===== src/rtl/arm_pkg.sv =====
// Shared encodings for the ARM execute stage: ALU opcodes, shift types, forward selects.
package arm_pkg;

  localparam logic [3:0] ExeMov = 4'b0001;
  localparam logic [3:0] ExeMvn = 4'b1001;
  localparam logic [3:0] ExeAdd = 4'b0010;
  localparam logic [3:0] ExeAdc = 4'b0011;
  localparam logic [3:0] ExeSub = 4'b0100;
  localparam logic [3:0] ExeSbc = 4'b0101;
  localparam logic [3:0] ExeAnd = 4'b0110;
  localparam logic [3:0] ExeOrr = 4'b0111;
  localparam logic [3:0] ExeEor = 4'b1000;

  localparam logic [1:0] ShLsl = 2'b00;
  localparam logic [1:0] ShLsr = 2'b01;
  localparam logic [1:0] ShAsr = 2'b10;
  localparam logic [1:0] ShRor = 2'b11;

  localparam logic [1:0] FwdReg = 2'b00;
  localparam logic [1:0] FwdMem = 2'b01;
  localparam logic [1:0] FwdWb  = 2'b10;

  typedef struct packed {
    logic n;
    logic z;
    logic c;
    logic v;
  } nzcv_t;

  // Rotate right; the low half of the doubled word shifted right is the rotation.
  function automatic logic [31:0] ror32(input logic [31:0] val, input logic [4:0] amt);
    logic [63:0] dbl;
    dbl = {val, val} >> amt;
    return dbl[31:0];
  endfunction

endpackage


===== src/rtl/exe_stage_module_if.sv =====
// ID/EX inputs and EXE/MEM outputs of the execute stage, grouped as one bundle.
interface exe_stage_module_if;
  logic        freeze;
  logic        flush;
  logic [3:0]  EXE_CMD_IN;
  logic        MEM_R_EN_IN;
  logic        MEM_W_EN_IN;
  logic        WB_EN_IN;
  logic        S_IN;
  logic        B_IN;
  logic        imm_IN;
  logic [11:0] Shift_operand;
  logic [23:0] Signed_imm_24;
  logic [31:0] Val_Rn;
  logic [31:0] Val_Rm;
  logic [3:0]  Dest_IN;
  logic [31:0] PC_IN;
  logic [1:0]  sel_src1;
  logic [1:0]  sel_src2;
  logic [31:0] MEM_ALU_result;
  logic [31:0] WB_value;

  logic [31:0] ALU_result;
  logic [31:0] Val_Rm_OUT;
  logic [31:0] PC;
  logic [3:0]  Dest;
  logic        WB_EN;
  logic        MEM_R_EN;
  logic        MEM_W_EN;
  logic [3:0]  status;
  logic        branch_taken;
  logic [31:0] branch_address;

  modport master (
    output freeze, flush, EXE_CMD_IN, MEM_R_EN_IN, MEM_W_EN_IN, WB_EN_IN, S_IN, B_IN, imm_IN,
           Shift_operand, Signed_imm_24, Val_Rn, Val_Rm, Dest_IN, PC_IN, sel_src1, sel_src2,
           MEM_ALU_result, WB_value,
    input  ALU_result, Val_Rm_OUT, PC, Dest, WB_EN, MEM_R_EN, MEM_W_EN, status, branch_taken,
           branch_address
  );

  modport slave (
    input  freeze, flush, EXE_CMD_IN, MEM_R_EN_IN, MEM_W_EN_IN, WB_EN_IN, S_IN, B_IN, imm_IN,
           Shift_operand, Signed_imm_24, Val_Rn, Val_Rm, Dest_IN, PC_IN, sel_src1, sel_src2,
           MEM_ALU_result, WB_value,
    output ALU_result, Val_Rm_OUT, PC, Dest, WB_EN, MEM_R_EN, MEM_W_EN, status, branch_taken,
           branch_address
  );
endinterface


===== src/rtl/arm_alu.sv =====
// 32-bit ALU; carry and overflow come from a 33-bit sum, logic ops clear C and V.
module arm_alu
  import arm_pkg::*;
(
  input  logic [3:0]  exe_cmd_i,
  input  logic [31:0] a_i,
  input  logic [31:0] b_i,
  input  logic        carry_i,
  output logic [31:0] result_o,
  output nzcv_t       flags_o
);

  logic [32:0] sum;
  logic        c;
  logic        v;

  always_comb begin
    sum      = '0;
    result_o = '0;
    c        = 1'b0;
    v        = 1'b0;
    case (exe_cmd_i)
      ExeMov: result_o = b_i;
      ExeMvn: result_o = ~b_i;
      ExeAdd, ExeAdc: begin
        sum      = {1'b0, a_i} + {1'b0, b_i} + {32'd0, (exe_cmd_i == ExeAdc) & carry_i};
        result_o = sum[31:0];
        c        = sum[32];
        v        = (a_i[31] == b_i[31]) && (result_o[31] != a_i[31]);
      end
      ExeSub, ExeSbc: begin
        // a - b - !C == a + ~b + C; SUB is the C=1 case, so carry out is not-borrow.
        sum      = {1'b0, a_i} + {1'b0, ~b_i}
                 + {32'd0, (exe_cmd_i == ExeSub) | carry_i};
        result_o = sum[31:0];
        c        = sum[32];
        v        = (a_i[31] != b_i[31]) && (result_o[31] != a_i[31]);
      end
      ExeAnd: result_o = a_i & b_i;
      ExeOrr: result_o = a_i | b_i;
      ExeEor: result_o = a_i ^ b_i;
      default: result_o = '0;
    endcase
  end

  assign flags_o = '{n: result_o[31], z: (result_o == 32'd0), c: c, v: v};

endmodule


===== src/rtl/exe_stage_module.sv =====
// Execute stage: operand forwarding, Val2 shifter, ALU, NZCV register, EXE/MEM register.
// Define EXE_FORWARDING_EN to enable the Rn/Rm forwarding muxes.
module exe_stage_module
  import arm_pkg::*;
(
  input logic                clk,
  input logic                rst,
  exe_stage_module_if.slave  bus
);

  logic [31:0] rn;
  logic [31:0] rm;
  logic [31:0] val2;
  logic [31:0] alu_res;
  nzcv_t       alu_flags;
  logic [4:0]  shamt;

  logic [31:0] alu_result_q;
  logic [31:0] val_rm_q;
  logic [31:0] pc_q;
  logic [3:0]  dest_q;
  logic        wb_en_q;
  logic        mem_r_en_q;
  logic        mem_w_en_q;
  nzcv_t       status_q;

`ifdef EXE_FORWARDING_EN
  always_comb begin
    case (bus.sel_src1)
      FwdMem:  rn = bus.MEM_ALU_result;
      FwdWb:   rn = bus.WB_value;
      default: rn = bus.Val_Rn;
    endcase
    case (bus.sel_src2)
      FwdMem:  rm = bus.MEM_ALU_result;
      FwdWb:   rm = bus.WB_value;
      default: rm = bus.Val_Rm;
    endcase
  end
`else
  // Hazard unit stalls instead; forwarding inputs exist but are ignored.
  logic unused_fwd;
  assign unused_fwd = ^{bus.sel_src1, bus.sel_src2, bus.MEM_ALU_result, bus.WB_value};
  assign rn = bus.Val_Rn;
  assign rm = bus.Val_Rm;
`endif

  assign shamt = bus.Shift_operand[11:7];

  always_comb begin
    val2 = '0;
    if (bus.MEM_R_EN_IN || bus.MEM_W_EN_IN) begin
      val2 = {20'd0, bus.Shift_operand};
    end else if (bus.imm_IN) begin
      val2 = ror32({24'd0, bus.Shift_operand[7:0]}, {bus.Shift_operand[11:8], 1'b0});
    end else begin
      case (bus.Shift_operand[6:5])
        ShLsl:   val2 = rm << shamt;
        ShLsr:   val2 = rm >> shamt;
        ShAsr:   val2 = $signed(rm) >>> shamt;
        default: val2 = ror32(rm, shamt);
      endcase
    end
  end

  arm_alu u_alu (
    .exe_cmd_i (bus.EXE_CMD_IN),
    .a_i       (rn),
    .b_i       (val2),
    .carry_i   (status_q.c),
    .result_o  (alu_res),
    .flags_o   (alu_flags)
  );

  always_ff @(posedge clk) begin
    if (rst) begin
      status_q <= '0;
    end else if (bus.S_IN && !bus.freeze && !bus.flush) begin
      status_q <= alu_flags;
    end
  end

  // Flush beats freeze so a squashed instruction never reaches memory.
  always_ff @(posedge clk) begin
    if (rst) begin
      alu_result_q <= '0;
      val_rm_q     <= '0;
      pc_q         <= '0;
      dest_q       <= '0;
      wb_en_q      <= 1'b0;
      mem_r_en_q   <= 1'b0;
      mem_w_en_q   <= 1'b0;
    end else if (bus.flush) begin
      wb_en_q      <= 1'b0;
      mem_r_en_q   <= 1'b0;
      mem_w_en_q   <= 1'b0;
    end else if (!bus.freeze) begin
      alu_result_q <= alu_res;
      val_rm_q     <= rm;
      pc_q         <= bus.PC_IN;
      dest_q       <= bus.Dest_IN;
      wb_en_q      <= bus.WB_EN_IN;
      mem_r_en_q   <= bus.MEM_R_EN_IN;
      mem_w_en_q   <= bus.MEM_W_EN_IN;
    end
  end

  assign bus.ALU_result     = alu_result_q;
  assign bus.Val_Rm_OUT     = val_rm_q;
  assign bus.PC             = pc_q;
  assign bus.Dest           = dest_q;
  assign bus.WB_EN          = wb_en_q;
  assign bus.MEM_R_EN       = mem_r_en_q;
  assign bus.MEM_W_EN       = mem_w_en_q;
  assign bus.status         = status_q;
  assign bus.branch_taken   = bus.B_IN;
  assign bus.branch_address = bus.PC_IN + {{6{bus.Signed_imm_24[23]}}, bus.Signed_imm_24, 2'b00};

endmodule


===== src/flat_wrapper.sv =====
// flat-port wrapper written by rule: the top's interface ports become plain ports
module exe_stage_module_flat import arm_pkg::*;
  (clk, rst, bus_freeze, bus_flush, bus_EXE_CMD_IN, bus_MEM_R_EN_IN, bus_MEM_W_EN_IN, bus_WB_EN_IN, bus_S_IN, bus_B_IN, bus_imm_IN, bus_Shift_operand, bus_Signed_imm_24, bus_Val_Rn, bus_Val_Rm, bus_Dest_IN, bus_PC_IN, bus_sel_src1, bus_sel_src2, bus_MEM_ALU_result, bus_WB_value, bus_ALU_result, bus_Val_Rm_OUT, bus_PC, bus_Dest, bus_WB_EN, bus_MEM_R_EN, bus_MEM_W_EN, bus_status, bus_branch_taken, bus_branch_address);
  exe_stage_module_if bus_i ();
  input logic clk;
  input logic rst;
  input wire logic [$bits(bus_i.freeze)-1:0] bus_freeze;
  input wire logic [$bits(bus_i.flush)-1:0] bus_flush;
  input wire logic [$bits(bus_i.EXE_CMD_IN)-1:0] bus_EXE_CMD_IN;
  input wire logic [$bits(bus_i.MEM_R_EN_IN)-1:0] bus_MEM_R_EN_IN;
  input wire logic [$bits(bus_i.MEM_W_EN_IN)-1:0] bus_MEM_W_EN_IN;
  input wire logic [$bits(bus_i.WB_EN_IN)-1:0] bus_WB_EN_IN;
  input wire logic [$bits(bus_i.S_IN)-1:0] bus_S_IN;
  input wire logic [$bits(bus_i.B_IN)-1:0] bus_B_IN;
  input wire logic [$bits(bus_i.imm_IN)-1:0] bus_imm_IN;
  input wire logic [$bits(bus_i.Shift_operand)-1:0] bus_Shift_operand;
  input wire logic [$bits(bus_i.Signed_imm_24)-1:0] bus_Signed_imm_24;
  input wire logic [$bits(bus_i.Val_Rn)-1:0] bus_Val_Rn;
  input wire logic [$bits(bus_i.Val_Rm)-1:0] bus_Val_Rm;
  input wire logic [$bits(bus_i.Dest_IN)-1:0] bus_Dest_IN;
  input wire logic [$bits(bus_i.PC_IN)-1:0] bus_PC_IN;
  input wire logic [$bits(bus_i.sel_src1)-1:0] bus_sel_src1;
  input wire logic [$bits(bus_i.sel_src2)-1:0] bus_sel_src2;
  input wire logic [$bits(bus_i.MEM_ALU_result)-1:0] bus_MEM_ALU_result;
  input wire logic [$bits(bus_i.WB_value)-1:0] bus_WB_value;
  output wire logic [$bits(bus_i.ALU_result)-1:0] bus_ALU_result;
  output wire logic [$bits(bus_i.Val_Rm_OUT)-1:0] bus_Val_Rm_OUT;
  output wire logic [$bits(bus_i.PC)-1:0] bus_PC;
  output wire logic [$bits(bus_i.Dest)-1:0] bus_Dest;
  output wire logic [$bits(bus_i.WB_EN)-1:0] bus_WB_EN;
  output wire logic [$bits(bus_i.MEM_R_EN)-1:0] bus_MEM_R_EN;
  output wire logic [$bits(bus_i.MEM_W_EN)-1:0] bus_MEM_W_EN;
  output wire logic [$bits(bus_i.status)-1:0] bus_status;
  output wire logic [$bits(bus_i.branch_taken)-1:0] bus_branch_taken;
  output wire logic [$bits(bus_i.branch_address)-1:0] bus_branch_address;
  assign bus_i.freeze = bus_freeze;
  assign bus_i.flush = bus_flush;
  assign bus_i.EXE_CMD_IN = bus_EXE_CMD_IN;
  assign bus_i.MEM_R_EN_IN = bus_MEM_R_EN_IN;
  assign bus_i.MEM_W_EN_IN = bus_MEM_W_EN_IN;
  assign bus_i.WB_EN_IN = bus_WB_EN_IN;
  assign bus_i.S_IN = bus_S_IN;
  assign bus_i.B_IN = bus_B_IN;
  assign bus_i.imm_IN = bus_imm_IN;
  assign bus_i.Shift_operand = bus_Shift_operand;
  assign bus_i.Signed_imm_24 = bus_Signed_imm_24;
  assign bus_i.Val_Rn = bus_Val_Rn;
  assign bus_i.Val_Rm = bus_Val_Rm;
  assign bus_i.Dest_IN = bus_Dest_IN;
  assign bus_i.PC_IN = bus_PC_IN;
  assign bus_i.sel_src1 = bus_sel_src1;
  assign bus_i.sel_src2 = bus_sel_src2;
  assign bus_i.MEM_ALU_result = bus_MEM_ALU_result;
  assign bus_i.WB_value = bus_WB_value;
  assign bus_ALU_result = bus_i.ALU_result;
  assign bus_Val_Rm_OUT = bus_i.Val_Rm_OUT;
  assign bus_PC = bus_i.PC;
  assign bus_Dest = bus_i.Dest;
  assign bus_WB_EN = bus_i.WB_EN;
  assign bus_MEM_R_EN = bus_i.MEM_R_EN;
  assign bus_MEM_W_EN = bus_i.MEM_W_EN;
  assign bus_status = bus_i.status;
  assign bus_branch_taken = bus_i.branch_taken;
  assign bus_branch_address = bus_i.branch_address;
  exe_stage_module u_core (.clk(clk), .rst(rst), .bus(bus_i));
endmodule

===== config.mk =====
export PLATFORM = sky130hd
export DESIGN_NAME = exe_stage_module_flat
export DESIGN_NICKNAME = d
export VERILOG_FILES = /design/src/rtl/arm_pkg.sv /design/src/rtl/exe_stage_module_if.sv /design/src/rtl/arm_alu.sv /design/src/rtl/exe_stage_module.sv /design/src/flat_wrapper.sv
export SDC_FILE = /design/constraint.sdc
export NUM_CORES = 1
export LEC_CHECK = 0
export BUFFER_PORTS_ARGS = -buffer_cell sky130_fd_sc_hd__buf_2
export CELL_PAD_IN_SITES_DETAIL_PLACEMENT = 1
export CELL_PAD_IN_SITES_GLOBAL_PLACEMENT = 2
export CORE_ASPECT_RATIO = 1.1
export CORE_MARGIN = 8
export CORE_UTILIZATION = 30
export CTS_CLUSTER_SIZE = 25
export DETAILED_ROUTE_END_ITERATION = 7
export HOLD_SLACK_MARGIN = 0.12
export PLACE_DENSITY = 0.89
export SYNTH_ARGS = -nofsm -noshare
export SYNTH_HDL_FRONTEND = slang
export SYNTH_HIERARCHICAL = 1
export SYNTH_SLANG_ARGS = --single-unit

===== constraint.sdc =====
create_clock -name clk -period 7.9 [get_ports clk]
set_clock_uncertainty 0.05 [all_clocks]
set_input_delay 0.79 -clock clk [delete_from_list [all_inputs] [get_ports clk]]
set_output_delay 0.79 -clock clk [all_outputs]
set_load 0.02 [all_outputs]

======== Word-level counts from Yosys, hierarchy flattened ========
Index checks and enable logic that the tools add are counted.
word-level totals
  word-level logic and storage cells ...... 63
  bits of input ports ..................... 218
  output and inout bits ................... 140
  bits in registers ....................... 107
cells by class
  reduce and logical (&&, ||, !) cells .... 13
  multiplexer cells ....................... 6
  equal/unequal tests ..................... 15
  add/subtract/negate cells ............... 5
  shift operators ......................... 5
  bitwise gates (word level) .............. 8
operators with widths
  operator              number
  $pmux W32 S7          1
  $pmux W32 S3          1
  $add A32 B32 Y33      2
  $add A33 B1 Y33       2
  $mux W32              2
  $shr A64 B5 Y32       1
  $shr A40 B5 Y32       1
  $add A32 B32 Y32      1
  $and A32 B32 Y32      1
  $logic_not A32 Y1     1
  $not A32 Y32          1
  $or A32 B32 Y32       1
  $shl A32 B5 Y32       1
  $shr A32 B5 Y32       1
  $sshr A32 B5 Y32      1
  $xor A32 B32 Y32      1
  $eq A4 B3 Y1 const B  4
  $eq A4 B2 Y1 const B  2
  $eq A4 B4 Y1 const B  2
  $reduce_or A2 Y1      3
  $eq A4 B1 Y1 const B  1
  $logic_and A1 B1 Y1   4
  $pmux W1 S2           2
  $ne A1 B1 Y1          3
  other kinds (10)      12

======== Logic depth before layout (Yosys ltp) ========
  depth after elaboration ................. 10
  mapped depth ............................ 29
  mapped depth without buffers ............ 24

======== Modules after synthesis ========
The synthesis kept the hierarchy.
modules (own cells, without submodules)
  module            cells each  seq. area each (um^2)  times used  area an instance (um^2)
  exe_stage_module  1,487       2,142.1                1           11,158.2
  arm_alu           1,027       0.0                    1           6,647.6

======== Worst setup path before layout ========
OpenSTA, ideal clock, no wires.
  kind .................................... in2reg
  start ................................... in bus_EXE_CMD_IN[0]
  end ..................................... reg u_core.status_q (netlist bit u_core/bus.status[2])
  stages on the path ...................... 24
  library setup time ...................... 70 ps
  buffers on the path ..................... 8
  slack ................................... 559 ps
  arrival time ............................ 7,221 ps
  cells stage by stage .................... buf_2 -> buf_2 -> buf_2 -> buf_1 -> buf_2 -> buf_1 -> clkbuf_1 -> buf_1 -> nand3_1 -> fa_1 -> inv_1 -> fa_1 -> a222oi_1 -> o211ai_1 -> or3_1 -> or3_1 -> or4_1 -> or4_1 -> or4b_1 -> or4_1 -> or4_1 -> nor3_2 -> nand3_1 -> a21oi_1
RTL lines
  what                  RTL line                source
  from (decl)           flat_wrapper.sv:9       input wire logic [$bits(bus_i.EXE_CMD_IN)-1:0] bus_EXE_CMD_IN;
  to (signal assigned)  exe_stage_module.sv:79  status_q <= alu_flags;
  to (decl)             exe_stage_module.sv:25  nzcv_t status_q;

==> flow_metrics.tcl <==
set metrics [dict create \
    finalWorstSetupSlack_ps 112 \
    die_area_um2 67400 \
    gp_congestion 0.986 \
    finalCriticalPeriod_ps 7790 \
    root_buffer "clkbuf_16" \
    path_class "in -> reg" \
    fillers 7484 \
    antenna_found_initial 4 \
    worst_pin_slew_ps 1150 \
    clkSinkCount 107 \
    synth.cell_area_um2 17800 \
    fp.dieW_um 248 \
    post-route-period-util_pct 98.6 \
    insertion_delay_ps 400 \
    finalHoldViolCount 0 \
    synth_edf_count 0 \
    startpoint_type "primary input" \
    drv_cap 0 \
    start_util_pct 30.4 \
    cts_tree "done" \
    cp-startpoint "bus_Shift_operand[8]" \
    slew_headroom_pct 22.8 \
    routedWlPerCell_um 25.5 \
    die_height_um 272 \
    routed_wirelength_um 93200 \
    power_mw 2.70 \
    synth_area_per_cell_um2 7.08 \
    dp.cells 3630 \
    pin_count 358 \
    synth_top_area_share_pct 12.0 \
    htree_levels 3 \
    vias 21800 \
    grt_usage_pct 26.7 \
    setup_viol 0 \
    port_buffers 287 \
    cts.clk_slew.worst_paths_ps 90 \
    grt_pass1_wl_um 140000 \
    fin_tns_setup_ps 0 \
    crit_required_ps 8180 \
    drc 0 \
    irDropWorstVdd_v 0.000132 \
    synth_top_area_cell "dfxtp_1" \
    cp.arrival_ps 8070 \
    fin_cells 3651 \
    syn-num-nets 2861 \
    dp_worst_setup_slack_ps -254 \
    drt_iter0_markers 1703 \
    fmax_ghz 0.128 \
    multi_input_area_um2 14200 \
    holdWs_ps 406 \
    core_um2 58600 \
    r2r_end "u_core/bus.status[2]" \
    power_density_nw_per_um2 124 \
    synth-async-reset-ratio_pct 0 \
    ant_nets 0 \
    via_per_inst 5.98 \
    r2r_cells 16 \
    drt-pass1-iter-count 5 \
    hp-class "reg -> reg" \
    endpoint_kind "flip-flop" \
    rsz0062_at_grt "false" \
    grt_pass1_vias 22800 \
    netlist_instances 2514 \
    nets 3229 \
    regArea_um2 2140 \
    drive_above_1_share_pct 24.7 \
    overflow 0 \
    rows 93 \
    dp_hpwl_um 74500 \
    cp_max_fo 24 \
    r2r_setup_slack_ps 1810 \
    cts_buffer_depth 2 \
    synth.distinct_cells 99 \
    ys.warnings.count 6 \
    ys_seq_area_share_pct 12.0 \
    ys_seq_elements 107 \
    r2r_start "u_core/bus.status[1]" \
    maxSlewViolCount 0 \
    area_growth_pct 22.0 \
    p_leak_nw 9.44 \
    cts_made_buffers 9 \
    outcome "finished, final reports clean" \
    ys.flop_type "dfxtp_1" \
    grt_max_degree 72 \
    synth_area_leaders "dfxtp_1, nand2_1, ha_1, a21oi_1, mux4_2" \
    critical_path.endpoint "u_core/bus.status[2]" \
]
-- cells in the mapped netlist, types with 11 or more instances --
cell type and instances:
ha_1 124, a22oi_1 11, o31ai_1 25, and2_1 15, or3_1 13, inv_1 114, o2111ai_1 13, nand2_1 418
a31oi_1 31, o21bai_1 17, xor2_1 23, o21a_1 18, mux4_2 46, a211oi_1 44, or2_2 16, mux2_2 26
o21ai_0 123, and3_1 22, nor2_1 194, buf_1 23, nand2b_1 21, a21oi_1 288, o22ai_1 12, mux2i_1 71
mux4_1 14, buf_2 32, o211ai_1 45, xnor2_1 33, nand3_1 51, dfxtp_1 107, clkbuf_1 120, o221ai_1 18
buf_6 13, nor2b_1 23, a221o_1 12, a21o_1 22, buf_4 15, nor3_1 48, nand4_1 11, a221oi_1 15
-- sequential cells by signal, indices dropped and copies added (netlist names) --
name,flops
u_core/bus.ALU_result,32
u_core/bus.status,4
u_core/bus.PC,32
u_core/bus.MEM_R_EN,1
u_core/bus.WB_EN,1
u_core/bus.Val_Rm_OUT,32
u_core/bus.Dest,4
u_core/bus.MEM_W_EN,1
-- timing repair --
action | CTS | global route
buffers inserted | 0 | 1
endpoints found under the setup margin | 0 | 1
hold buffers | 0 | 0
resized for setup | 0 | 8
-- through the flow --
| stage | instance area, µm² | utilization, % |
|---|---|---|
| floorplan | 17800 | - |
| global route | 21700 | 37.0 |
| detailed placement | 21400 | 36.5 |
| global placement | 21400 | 36.5 |
| finish | 21700 | 37.1 |
| CTS | 21700 | 37.0 |
-- routing by layer --
layer | track usage, % | wire (µm) | vias to the layer above
li1 | - | - | 9956
met1 | 32.2 | 38200 | 10800
met2 | 45.4 | 44400 | 858
met3 | 4.98 | 6120 | 220
met4 | 12.1 | 4450 | 2
met5 | 0 | 13 | -
-- cell families after synthesis --
logic type | Yosys count | synth area share [%]
flip-flops | 107 | 12.0
XOR/XNOR | 56 | 2.75
multiplexers | 161 | 13.8
AO/OA/AOI/OAI | 835 | 30.8
AND/OR/NAND/NOR | 894 | 22.7
adder cells (fa/ha/maj) | 129 | 9.28
buffers and inverters | 332 | 8.59
-- critical path, stage by stage --
cell,delay (ps)
buf_4,260
buf_12,230
inv_2,130
buf_12,170
mux2i_1,190
buf_4,170
mux2i_1,270
o21ai_0,130
o21ai_0,130
nor2_1,70
nor3_1,910
inv_1,160
ha_1,400
nand4_1,270
a211oi_1,670
nor2_1,130
a21boi_0,200
o211ai_1,150
or4_1,550
or4b_1,590
or4_1,490
or4_1,490
nor3_2,210
nand3_1,90
a21oi_1,170
-- how the worst min path moves through the flow --
| stage | start | to | slack [ps] | depth (start not counted) |
|---|---|---|---|---|
| after floorplan | u_core/bus.status[0] | u_core/bus.status[0] | 480 | 2 |
| after global placement | u_core/bus.PC[9] | u_core/bus.PC[9] | 390 | 2 |
| after detailed placement | u_core/bus.PC[8] | u_core/bus.PC[8] | 400 | 2 |
| after CTS | u_core/bus.ALU_result[27] | u_core/bus.ALU_result[27] | 410 | 2 |
| after global routing | u_core/bus.PC[31] | u_core/bus.PC[31] | 430 | 2 |
| final | u_core/bus.ALU_result[30] | u_core/bus.ALU_result[30] | 410 | 2 |
-- cell type report --
class / instances / share of cell area [%]
Multi-Input combinational cell: 2075 / 65.3
Timing Repair Buffer: 569 / 16.9
Sequential cell: 107 / 9.86
Tap cell: 760 / 4.38
Inverter: 120 / 2.07
Clock buffer: 10 / 1.10
Clock inverter: 6 / 0.299
Antenna cell: 4 / 0.0461
-- cells in the final DEF, fill, tap and decap left out, drive strengths merged, types with 13 or more instances in the layout --
cell type,instances
a211oi,44
a21o,22
a21oi,288
a221oi,15
a31oi,31
and2,17
and3,22
buf,569
dfxtp,107
ha,124
inv,121
mux2,29
mux2i,72
mux4,60
nand2,418
nand2b,21
nand3,51
nor2,194
nor2b,25
nor3,49
o2111ai,13
o211ai,45
o21a,18
o21ai,130
o21bai,17
o221ai,18
o31ai,25
or2,18
or3,13
xnor2,33
xor2,23
-- report_power, final --
group	internal, mW	switching [mW]
Combinational	0.618	0.987
Clock	0.234	0.279
Sequential	0.566	0.0130
Power figures use the tool's default switching activity.
